**config.mk**
```make
export PLATFORM = sky130hd
export DESIGN_NAME = regfile_ctrl_flat
export DESIGN_NICKNAME = d
export VERILOG_FILES = /design/src/rtl/regfile_ctrl_if.sv /design/src/rtl/regfile_ctrl.sv /design/src/flat_wrapper.sv
export SDC_FILE = /design/constraint.sdc
export NUM_CORES = 1
export LEC_CHECK = 0
export CAP_MARGIN = 0
export CORE_ASPECT_RATIO = 1.5
export CORE_MARGIN = 2
export CORE_UTILIZATION = 37
export CTS_CLUSTER_SIZE = 8
export DETAILED_ROUTE_END_ITERATION = 7
export GPL_ROUTABILITY_DRIVEN = 0
export PLACE_DENSITY = 0.8
export SLEW_MARGIN = 20
export SYNTH_ARGS = -nofsm -noshare
export SYNTH_HDL_FRONTEND = slang
export SYNTH_SLANG_ARGS = --single-unit
```
**constraint.sdc**
```tcl
create_clock -name clk -period 2.6 [get_ports clk]
set_clock_uncertainty 0.15 [all_clocks]
set_input_delay 0.78 -clock clk [delete_from_list [all_inputs] [get_ports clk]]
set_output_delay 0.78 -clock clk [all_outputs]
set_load 0.02 [all_outputs]
```
**src/rtl/regfile_ctrl_if.sv**
```systemverilog
// Register-file write controller bus.
// Groups the writeback and debug write requests, the sweep control and the
// register-file write port driven by regfile_ctrl.
//   wb_valid/wb_rd/wb_data, wb_ready    : writeback write request and grant
//   dbg_valid/dbg_rd/dbg_data, dbg_ready : debug write request and grant
//   clr_start, busy                     : zeroing sweep request and status
//   rd, rd_in                           : register-file destination and data
interface regfile_ctrl_if;
  logic        wb_valid;
  logic [4:0]  wb_rd;
  logic [31:0] wb_data;
  logic        wb_ready;
  logic        dbg_valid;
  logic [4:0]  dbg_rd;
  logic [31:0] dbg_data;
  logic        dbg_ready;
  logic        clr_start;
  logic        busy;
  logic [4:0]  rd;
  logic [31:0] rd_in;

  // Requester side (drives requests, observes grants and the write port).
  modport master (
    output wb_valid, wb_rd, wb_data, dbg_valid, dbg_rd, dbg_data, clr_start,
    input  wb_ready, dbg_ready, busy, rd, rd_in
  );

  // Controller side.
  modport slave (
    input  wb_valid, wb_rd, wb_data, dbg_valid, dbg_rd, dbg_data, clr_start,
    output wb_ready, dbg_ready, busy, rd, rd_in
  );
endinterface

```
**src/rtl/regfile_ctrl.sv**
```systemverilog
// Register-file write controller.
// Arbitrates writeback and debug write requests onto a single register-file
// write port, with a bounded-starvation guarantee for debug, and can sweep
// registers 1..31 to zero.
//   clk    : clock, rising edge
//   rs_n_i : asynchronous active-low reset
//   bus    : regfile_ctrl_if.slave (requests, grants, sweep control, write port)
// rd/rd_in are registered: a grant in one cycle appears on the write port
// after the next rising edge. Idle cycles write x0, which is a no-op.
module regfile_ctrl #(
  parameter int unsigned STARVE_MAX = 4
) (
  input logic           clk,
  input logic           rs_n_i,
  regfile_ctrl_if.slave bus
);

  localparam logic [3:0] StarveMax = 4'(STARVE_MAX);

  typedef enum logic [0:0] {StIdle, StClear} state_e;

  state_e      state_q, state_d;
  logic [4:0]  sweep_q, sweep_d;
  logic [3:0]  starve_q, starve_d;
  logic [4:0]  rd_q, rd_d;
  logic [31:0] rd_in_q, rd_in_d;

  logic arb_en;
  logic starved;
  logic wb_gnt;
  logic dbg_gnt;

  // Grants are computed from the valids only, never from each other's grant.
  // Gated by reset so both grants drop the moment reset is asserted.
  always_comb begin
    arb_en  = rs_n_i && (state_q == StIdle) && !bus.clr_start;
    starved = (starve_q == StarveMax);
    dbg_gnt = arb_en && bus.dbg_valid && (!bus.wb_valid || starved);
    wb_gnt  = arb_en && bus.wb_valid && !(bus.dbg_valid && starved);
  end

  always_comb begin
    state_d  = state_q;
    sweep_d  = sweep_q;
    starve_d = starve_q;
    rd_d     = '0;
    rd_in_d  = '0;
    case (state_q)
      StIdle: begin
        if (bus.clr_start) begin
          state_d = StClear;
          sweep_d = 5'd1;
        end else if (wb_gnt) begin
          rd_d    = bus.wb_rd;
          rd_in_d = bus.wb_data;
        end else if (dbg_gnt) begin
          rd_d    = bus.dbg_rd;
          rd_in_d = bus.dbg_data;
        end
        // Counts writeback wins while debug is kept waiting.
        if (dbg_gnt || !bus.dbg_valid) begin
          starve_d = '0;
        end else if (wb_gnt && !starved) begin
          starve_d = starve_q + 4'd1;
        end
      end
      StClear: begin
        // clr_start is deliberately ignored here; starvation count holds.
        rd_d = sweep_q;
        if (sweep_q == 5'd31) begin
          state_d = StIdle;
          sweep_d = '0;
        end else begin
          sweep_d = sweep_q + 5'd1;
        end
      end
      default: state_d = StIdle;
    endcase
  end

  always_ff @(posedge clk or negedge rs_n_i) begin
    if (!rs_n_i) begin
      state_q  <= StIdle;
      sweep_q  <= '0;
      starve_q <= '0;
      rd_q     <= '0;
      rd_in_q  <= '0;
    end else begin
      state_q  <= state_d;
      sweep_q  <= sweep_d;
      starve_q <= starve_d;
      rd_q     <= rd_d;
      rd_in_q  <= rd_in_d;
    end
  end

  assign bus.wb_ready  = wb_gnt;
  assign bus.dbg_ready = dbg_gnt;
  assign bus.busy      = (state_q == StClear);
  assign bus.rd        = rd_q;
  assign bus.rd_in     = rd_in_q;

endmodule
```
**src/flat_wrapper.sv**
```systemverilog
// flat-port wrapper written by rule: the top's interface ports become plain ports
module regfile_ctrl_flat 
#(
  parameter int unsigned STARVE_MAX = 4
)
  (clk, rs_n_i, bus_wb_valid, bus_wb_rd, bus_wb_data, bus_dbg_valid, bus_dbg_rd, bus_dbg_data, bus_clr_start, bus_wb_ready, bus_dbg_ready, bus_busy, bus_rd, bus_rd_in);
  regfile_ctrl_if bus_i ();
  input logic clk;
  input logic rs_n_i;
  input wire logic [$bits(bus_i.wb_valid)-1:0] bus_wb_valid;
  input wire logic [$bits(bus_i.wb_rd)-1:0] bus_wb_rd;
  input wire logic [$bits(bus_i.wb_data)-1:0] bus_wb_data;
  input wire logic [$bits(bus_i.dbg_valid)-1:0] bus_dbg_valid;
  input wire logic [$bits(bus_i.dbg_rd)-1:0] bus_dbg_rd;
  input wire logic [$bits(bus_i.dbg_data)-1:0] bus_dbg_data;
  input wire logic [$bits(bus_i.clr_start)-1:0] bus_clr_start;
  output wire logic [$bits(bus_i.wb_ready)-1:0] bus_wb_ready;
  output wire logic [$bits(bus_i.dbg_ready)-1:0] bus_dbg_ready;
  output wire logic [$bits(bus_i.busy)-1:0] bus_busy;
  output wire logic [$bits(bus_i.rd)-1:0] bus_rd;
  output wire logic [$bits(bus_i.rd_in)-1:0] bus_rd_in;
  assign bus_i.wb_valid = bus_wb_valid;
  assign bus_i.wb_rd = bus_wb_rd;
  assign bus_i.wb_data = bus_wb_data;
  assign bus_i.dbg_valid = bus_dbg_valid;
  assign bus_i.dbg_rd = bus_dbg_rd;
  assign bus_i.dbg_data = bus_dbg_data;
  assign bus_i.clr_start = bus_clr_start;
  assign bus_wb_ready = bus_i.wb_ready;
  assign bus_dbg_ready = bus_i.dbg_ready;
  assign bus_busy = bus_i.busy;
  assign bus_rd = bus_i.rd;
  assign bus_rd_in = bus_i.rd_in;
  regfile_ctrl #(.STARVE_MAX(STARVE_MAX)) u_core (.clk(clk), .rs_n_i(rs_n_i), .bus(bus_i));
endmodule
```
---- Word level (Yosys, flattened, before mapping) ----
Index checks and enable logic that the tools add are counted.
cells by class
  add/sub/neg operators ................... 2
  equality and inequality tests ........... 3
  muxes and demuxes ....................... 16
  bitwise gates (word level) .............. 1
  reductions and logical operators ........ 17
operators with widths
  cell                                           count
  two-way mux 32 bit                             4
  two-way mux 5 bit                              5
  case mux 5 bit (2 select lines)                2
  logical AND 1 bit                              8
  two-way mux 4 bit                              2
  adder 5 x 1 -> 5 bit, second input constant    1
  == test 5 bit, second input constant           1
  logical NOT 1 bit                              5
  adder 4 x 1 -> 4 bit, second input constant    1
  == test 4 x 3 -> 1 bit, second input constant  1
  logical OR 1 bit                               2
  two-way mux 1 bit                              2
  != test 2 bit, second input constant           1
  case mux 1 bit (2 select lines)                1
  AND reduction 2 bit                            1
  nonzero test 2 bit                             1
  NOT 1 bit                                      1
word-level totals
  flip-flop bits (word level) ............. 47
  input port bits ......................... 79
  output and inout port bits .............. 40
  logic and storage cells ................. 44

---- Depth between registers and ports, before layout ----
Gate-level depths: netlist of the first run.
  depth after elaboration ................. 9
  mapped depth ............................ 7
  gate-level depth less buffers ........... 5

---- Least setup slack after synthesis of the first run ----
Ideal clock, no wire load.
  path kind ............................... input to output
  start ................................... input port bus_clr_start
  end ..................................... output port bus_dbg_ready
  data arrival time ....................... 1.600 ns
  data required time ...................... 1.670 ns
  setup slack ............................. 0.070 ns
  stages .................................. 3
  path buffers ............................ 1
  path through ............................ nand2b_1 -> a2111oi_4 -> buf_2
on the way
  longest elaborated chain between the ends .. 4
RTL lines
  element                         RTL line            text
  start: declaration              flat_wrapper.sv:16  input wire logic [$bits(bus_i.clr_start)-1:0] bus_clr_start;
  logical NOT 1 bit               regfile_ctrl.sv:36  arb_en = rs_n_i && (state_q == StIdle) && !bus.clr_start;
  logical AND 1 bit               regfile_ctrl.sv:36
  logical AND 1 bit (2 in a row)  regfile_ctrl.sv:38  dbg_gnt = arb_en && bus.dbg_valid && (!bus.wb_valid || starved);
  end: declaration                flat_wrapper.sv:18  output wire logic [$bits(bus_i.dbg_ready)-1:0] bus_dbg_ready;
Every way passes these cells.

---- Final worst setup path of the first run ----
Same ends and word-level chain as after synthesis.

==> results of run 1 <==
[area by class of cell]
type                       count  share of cell area
clock buffer                   6              0.0213
clock inverter                 2              0.0176
inverter                       5             0.00550
multi-input combinational     82               0.205
sequential                    47               0.345
tap                           68              0.0249
timing repair buffer         136               0.381
[worst max-delay path: stages]
cell,delay (ns)
buf_2,0.12
nand2b_4,0.15
a2111oi_4,0.34
buf_4,0.20
[layout by cell type, fill, tap and decap left out, types with 3 or more instances in the layout]
master             n
dfrtp_1           47
nand3_1            3
clkdlybuf4s50_1  112
o21ai_0            4
a22o_1            33
clkbuf_8           5
inv_2              3
nand2_1            5
ha_1               3
buf_4             20
and2_1             5
a221o_1            5
[routing by layer]
metal | part of all wire | vias up
li1 | - | 802
met1 | 0.37 | 832
met2 | 0.53 | 87
met3 | 0.083 | 12
met4 | 0.026 | 0
met5 | 0 | -
[timing repair]
item,in CTS,in global routing
pin swaps,2,1
setup buffers,1,1
hold buffers,0,0
resized for setup,20,4
endpoints found under the setup margin,2,2
hold endpoints to repair,0,0
[report_power, final]
part           switching [W]  internal [W]
Sequential         0.0000750      0.000846
Combinational       0.000305      0.000431
Clock               0.000235      0.000384
[per-stage QoR]
step | instance area (sq um) | setup slack [ns] | hold slack, ns
2_1_floorplan | 1940 | 0.0699 | 0.334
3_3_place_gp | 3250 | -0.825 | 0.354
3_5_place_dp | 3250 | -0.843 | 0.367
4_1_cts | 3390 | 0.00470 | 0.352
5_1_grt | 3410 | -0.0175 | 0.364
6_report | 3410 | 0.0693 | 0.355
[cell families after synthesis]
family,count (synthesis),synth area share
xor gates and xnor gates,2,0.00903
adders and majority gates,4,0.0258
buffers and inverters,14,0.0458
and+or+nand+nor,23,0.0735
DFF,47,0.606
AOI/OAI and AO/OA,51,0.230
muxes,2,0.0103
[state kept, by name, indices dropped and copies added (netlist names)]
name	flops
u_core.bus.rd	5
u_core.sweep_q	5
u_core.bus.busy	1
u_core.starve_q	4
u_core.bus.rd_in	32
[path summary, 6_finish.rpt]
path,to,start,cells after the start
min in group clk,u_core.sweep_q[4]$_DFFE_PN0P_,u_core.sweep_q[4]$_DFFE_PN0P_,1
worst min-delay path,u_core.starve_q[3]$_DFFE_PN0P_,rs_n_i,2
worst max register to register,u_core.bus.rd[4]$_DFF_PN0_,u_core.starve_q[1]$_DFFE_PN0P_,7
worst max-delay path,bus_dbg_ready,bus_clr_start,4
max in group asynchronous,u_core.bus.rd_in[29]$_DFF_PN0_,rs_n_i,2
worst min register to register,u_core.sweep_q[4]$_DFFE_PN0P_,u_core.sweep_q[4]$_DFFE_PN0P_,1
==> flow_summary.yaml, run 1 <==
timing:
  setup_viol: 0
  finalCriticalPeriod_ns: 2.53
  timing.final.crit_share: 0.973
  rsz0062_at_grt: "yes"
  slew_violations: 0
  tightest_slew_ns: 0.404
  relSlewSlack: 0.730
  final.setup.tns_ns: 0
  max_freq_mhz: 395
  finalHoldViolations: 0
drt:
  via_count: 1733
  routed_via_density: 5.01
  drcViolationCount: 0
  drt_wl_total_mm: 5.67
  drtPass1Iterations: 4
  ant_nets: 0
  drt-initial-drc-count: 71
  wl_per_cell_um: 16.4
global_route:
  grt.busiest_layer: "met2"
  use_met1: 0.215
  antenna_found_initial: 0
  grt_pass1_wl_mm: 8.80
  gr-total-overflow: 0
  grt_pass1_vias: 1850
  track_usage: 0.196
  grt_max_degree: 38
  use_met3: 0.0571
  met2_usage: 0.346
cts:
  cts_tree: "done"
  path_clk_slew_ns: 0.09
  clock_latency_ns: 0.29
  cts_buffers: 5
  cts_max_level: 2
  cts_sinks: 47
  ctsLongestPathBuffers: 2
  cts_root_buffer: "clkbuf_8"
setup_path:
  critPathArrivalTime_ns: 1.60
  rrSetupSlack_ns: 0.57
  crit_fanout: 3
  cp-end-kind: "primary output"
  worstSetupStartpointType: "input pin"
  cp.required_ns: 1.67
  path_class: "input pin to primary output"
cells_and_area:
  final_nets: 360
  antenna_cells: 0
  post-route-util: 0.671
  layout.cells.non_filler: 346
  multi_input_area_sq_um: 701
  register_area_sq_mm: 0.00118
  fill_cells: 405
  syn2layout_area_growth_pct: 75.8
  final_layout_size_suffix_gt1_frac: 0.133
placement:
  port_buffers: 118
  place_hpwl_mm: 4.34
  place_inst: 336
synthesis:
  synth_area_leaders: "dfrtp_1 (61%), a22o_1 (15%), a221o_1 (2.6%), ha_1 (2.6%), buf_6 (1.7%)"
  dominantRegCellSynth: "dfrtp_1"
  synth_commonest_cells: "dfrtp_1 (47), a22o_1 (33)"
  yosysMostFrequentCell: "dfrtp_1"
  syn-cell-area_sq_mm: 0.00194
  ys_ff_latch: 47
  avgSynthCellArea_sq_um: 13.6
  synth_area_leader_cell: "dfrtp_1"
  yosysTopAreaCellShare: 0.606
  postSynthCellCount: 143
  synth.distinct_cells: 31
  syn_nets: 226
  async_reset_ff_frac: 1.00
  synth-edff-count: 0
  ys_seq_area_frac: 0.606
  synth_warnings: 0
floorplan:
  die_w_um: 63.1
  die-area_sq_mm: 0.00585
  ioPinCount: 119
  die_h_um: 92.7
  coreArea_sq_mm: 0.00508
  start_util: 0.382
  rows: 32
job:
  cap_violations: 0
power_and_ir_drop:
  p_leak_nw: 1.52
  cellPowerDensity_mw_per_mm2: 667
  power_w: 0.00228
  irDropWorstVdd_v: 0.000353
worst_hold_path:
  hold_class: "input pin to asynchronous set/reset pin"
outcome:
  status: "completed"
Note: power is estimated with default switching activity, not from simulation.
==> run 2: changes to the inputs <==
--- a/config.mk
+++ b/config.mk
@@ -9,7 +9,6 @@
 export CORE_ASPECT_RATIO = 1.5
 export CORE_MARGIN = 2
 export CORE_UTILIZATION = 37
-export CTS_CLUSTER_SIZE = 8
 export DETAILED_ROUTE_END_ITERATION = 7
 export GPL_ROUTABILITY_DRIVEN = 0
 export PLACE_DENSITY = 0.8
==> results of run 2 <==
Same layout as run 1: the final DEF is identical, and so are final timing and power.
==> run 3: changes to the inputs <==
--- a/config.mk
+++ b/config.mk
@@ -8,10 +8,9 @@
 export CAP_MARGIN = 0
 export CORE_ASPECT_RATIO = 1.5
 export CORE_MARGIN = 2
-export CORE_UTILIZATION = 37
+export CORE_UTILIZATION = 25
 export DETAILED_ROUTE_END_ITERATION = 7
 export GPL_ROUTABILITY_DRIVEN = 0
-export PLACE_DENSITY = 0.8
 export SLEW_MARGIN = 20
 export SYNTH_ARGS = -nofsm -noshare
 export SYNTH_HDL_FRONTEND = slang
==> run 3 against run 2 <==
Compared with the run above: count of clock-buffer cells in the layout is 1 higher; global-route usage is 5.3 points lower; register-to-register slack worse by 0.05 ns; sequential power hardly changed; flip-flop and latch count stayed put; cell area is 1.4% higher; non-clock buffer count is 1 lower; first-iteration DRC count is 4.2% higher; cell count is 9.5% higher; die area is 45% higher; critical path depth stayed put; largest power group unchanged.
==> flow_summary.yaml, run 3 (same netlist as run 1, synthesis figures left out) <==
setup_path:
  rrSetupSlack_ns: 0.52
  slowest_stage: "a2111oi_4"
  worstSetupStartpointType: "input pin"
  cp-end-kind: "primary output"
  critPathBufInv: 3
  crit_fanout: 2
  path_delay_family: "buffers and inverters"
  cp.required_ns: 1.67
  path_cells: "dlygate4sd2_1, inv_2, a2111oi_4, buf_4"
  critical_path.max_stage_delay_ns: 0.33
  path_class: "input pin to primary output"
  critPathArrivalTime_ns: 1.60
placement:
  port_buffers: 118
  dpl_cell_area_sq_mm: 0.00330
  pre_cts_slack_ns: -0.829
  place_inst: 371
  place_hpwl_mm: 4.26
drt:
  routed_via_density: 4.42
  drcViolationCount: 0
  ant_nets: 0
  drtPass1Iterations: 4
  drt_wl_total_mm: 5.79
  wl_per_cell_um: 15.3
  via_count: 1675
  drt-initial-drc-count: 74
cts:
  cts_root_buffer: "clkbuf_16"
  ctsLongestPathBuffers: 2
  cts-hold-fix-buffers: 0
  cts_sinks: 47
  path_clk_slew_ns: 0.06
  clock_latency_ns: 0.28
  cts_buffers: 5
  cts_max_level: 2
  cts_tree: "done"
floorplan:
  ioPinCount: 119
  start_util: 0.257
  coreArea_sq_mm: 0.00756
  die_w_um: 75.9
  rows: 39
  die_h_um: 112
  die-area_sq_mm: 0.00850
timing:
  tightest_slew_ns: 0.596
  finalCriticalPeriod_ns: 2.53
  max_freq_mhz: 396
  setup_viol: 0
  slew_violations: 0
  finalHoldViolations: 0
  rsz0062_at_grt: "no"
  relSlewSlack: 0.603
  timing.final.crit_share: 0.972
  finalWorstSetupSlack_ns: 0.0722
power_and_ir_drop:
  irDropWorstVdd_v: 0.000291
  power_w: 0.00227
  cellPowerDensity_mw_per_mm2: 655
  p_comb_frac: 0.322
  p_sw_w: 0.000638
  seq_power_share: 0.407
  internal-power_w: 0.00163
  swShare: 0.282
  p_leak_nw: 1.52
  clock_power_share: 0.271
global_route:
  antenna_found_initial: 0
  grt_pass1_vias: 1783
  track_usage: 0.143
  gr-total-overflow: 0
  grt_pass1_wl_mm: 9.51
  grt_max_degree: 49
cells_and_area:
  antenna_cells: 0
  layout.cells.non_filler: 379
  largest_reg_flops: 32
  fill_cells: 728
  final_layout_size_suffix_gt1_frac: 0.130
  multi_input_area_sq_um: 708
  final_nets: 359
  finalInstanceArea_sq_mm: 0.00346
  final_cell_mix: "clkdlybuf4s50_1 (112), dfrtp_1 (47), a22o_1 (33)"
  syn2layout_area_growth_pct: 78.3
  register_area_sq_mm: 0.00118
  final_common_cell: "clkdlybuf4s50_1"
worst_hold_path:
  hold_class: "register to register"
job:
  cap_violations: 0
outcome:
  status: "completed"
## run 3: cell count changes in the layout (fill, tap and decap cells not counted), moves of 2 or more
| cell | change |
|---|---|
| buf_4 | -2 |
| bufinv_16 | -2 |
| clkbuf_16 | +5 |
| clkbuf_2 | +2 |
| clkbuf_8 | -5 |
## run 3: layout make-up
type,count,area share
Tap cell,102,0.0369
Sequential cell,47,0.340
Clock buffer,7,0.0383
Multi-Input combinational cell,82,0.205
Inverter,5,0.00542
Timing Repair Buffer,135,0.373
Clock inverter,1,0.00145
## run 3: path summary, 6_finish.rpt
kind,from,endpoint,cells after the start
max,bus_dbg_valid,bus_dbg_ready,4
min,u_core.sweep_q[4]$_DFFE_PN0P_,u_core.sweep_q[4]$_DFFE_PN0P_,1
max reg2reg,u_core.starve_q[0]$_DFFE_PN0P_,u_core.bus.rd[2]$_DFF_PN0_,7
min reg2reg,u_core.sweep_q[4]$_DFFE_PN0P_,u_core.sweep_q[4]$_DFFE_PN0P_,1
max in group asynchronous,rs_n_i,u_core.starve_q[1]$_DFFE_PN0P_,2
min in group asynchronous,rs_n_i,u_core.sweep_q[3]$_DFFE_PN0P_,2
## run 3: per-layer routing
metal	wire, um	part of all wire	global-route usage
met1	2250	0.39	0.164
met2	3080	0.53	0.252
met3	332	0.057	0.0365
met4	133	0.023	0.0606
met5	0	0	0
## run 3: what timing repair did
| action | 4_1_cts | 5_1_grt |
|---|---|---|
| resized for setup | 19 | 6 |
| pin swaps | 3 | 3 |
| setup buffers | 0 | 0 |
| endpoints found under the setup margin | 2 | 2 |
## run 3: power by group through the flow
stage	Combinational, W	Sequential (W)	Clock, W
5_1_grt	0.000812	0.000939	0.000658
3_3_place_gp	0.000706	0.000930	0
4_1_cts	0.000725	0.000921	0.000629
2_1_floorplan	0.000275	0.000999	0
6_report	0.000729	0.000922	0.000615
3_5_place_dp	0.000720	0.000934	0
## run 3: metrics by stage
step / hold WS, ns / utilization / TNS [ns]
after detailed placement: 0.365 / 0.437 / -5.44
final: 0.379 / 0.457 / 0
after global placement: 0.356 / 0.437 / -5.24
after floorplan: 0.334 / - / 0
after CTS: 0.380 / 0.456 / 0
after global routing: 0.428 / 0.457 / 0
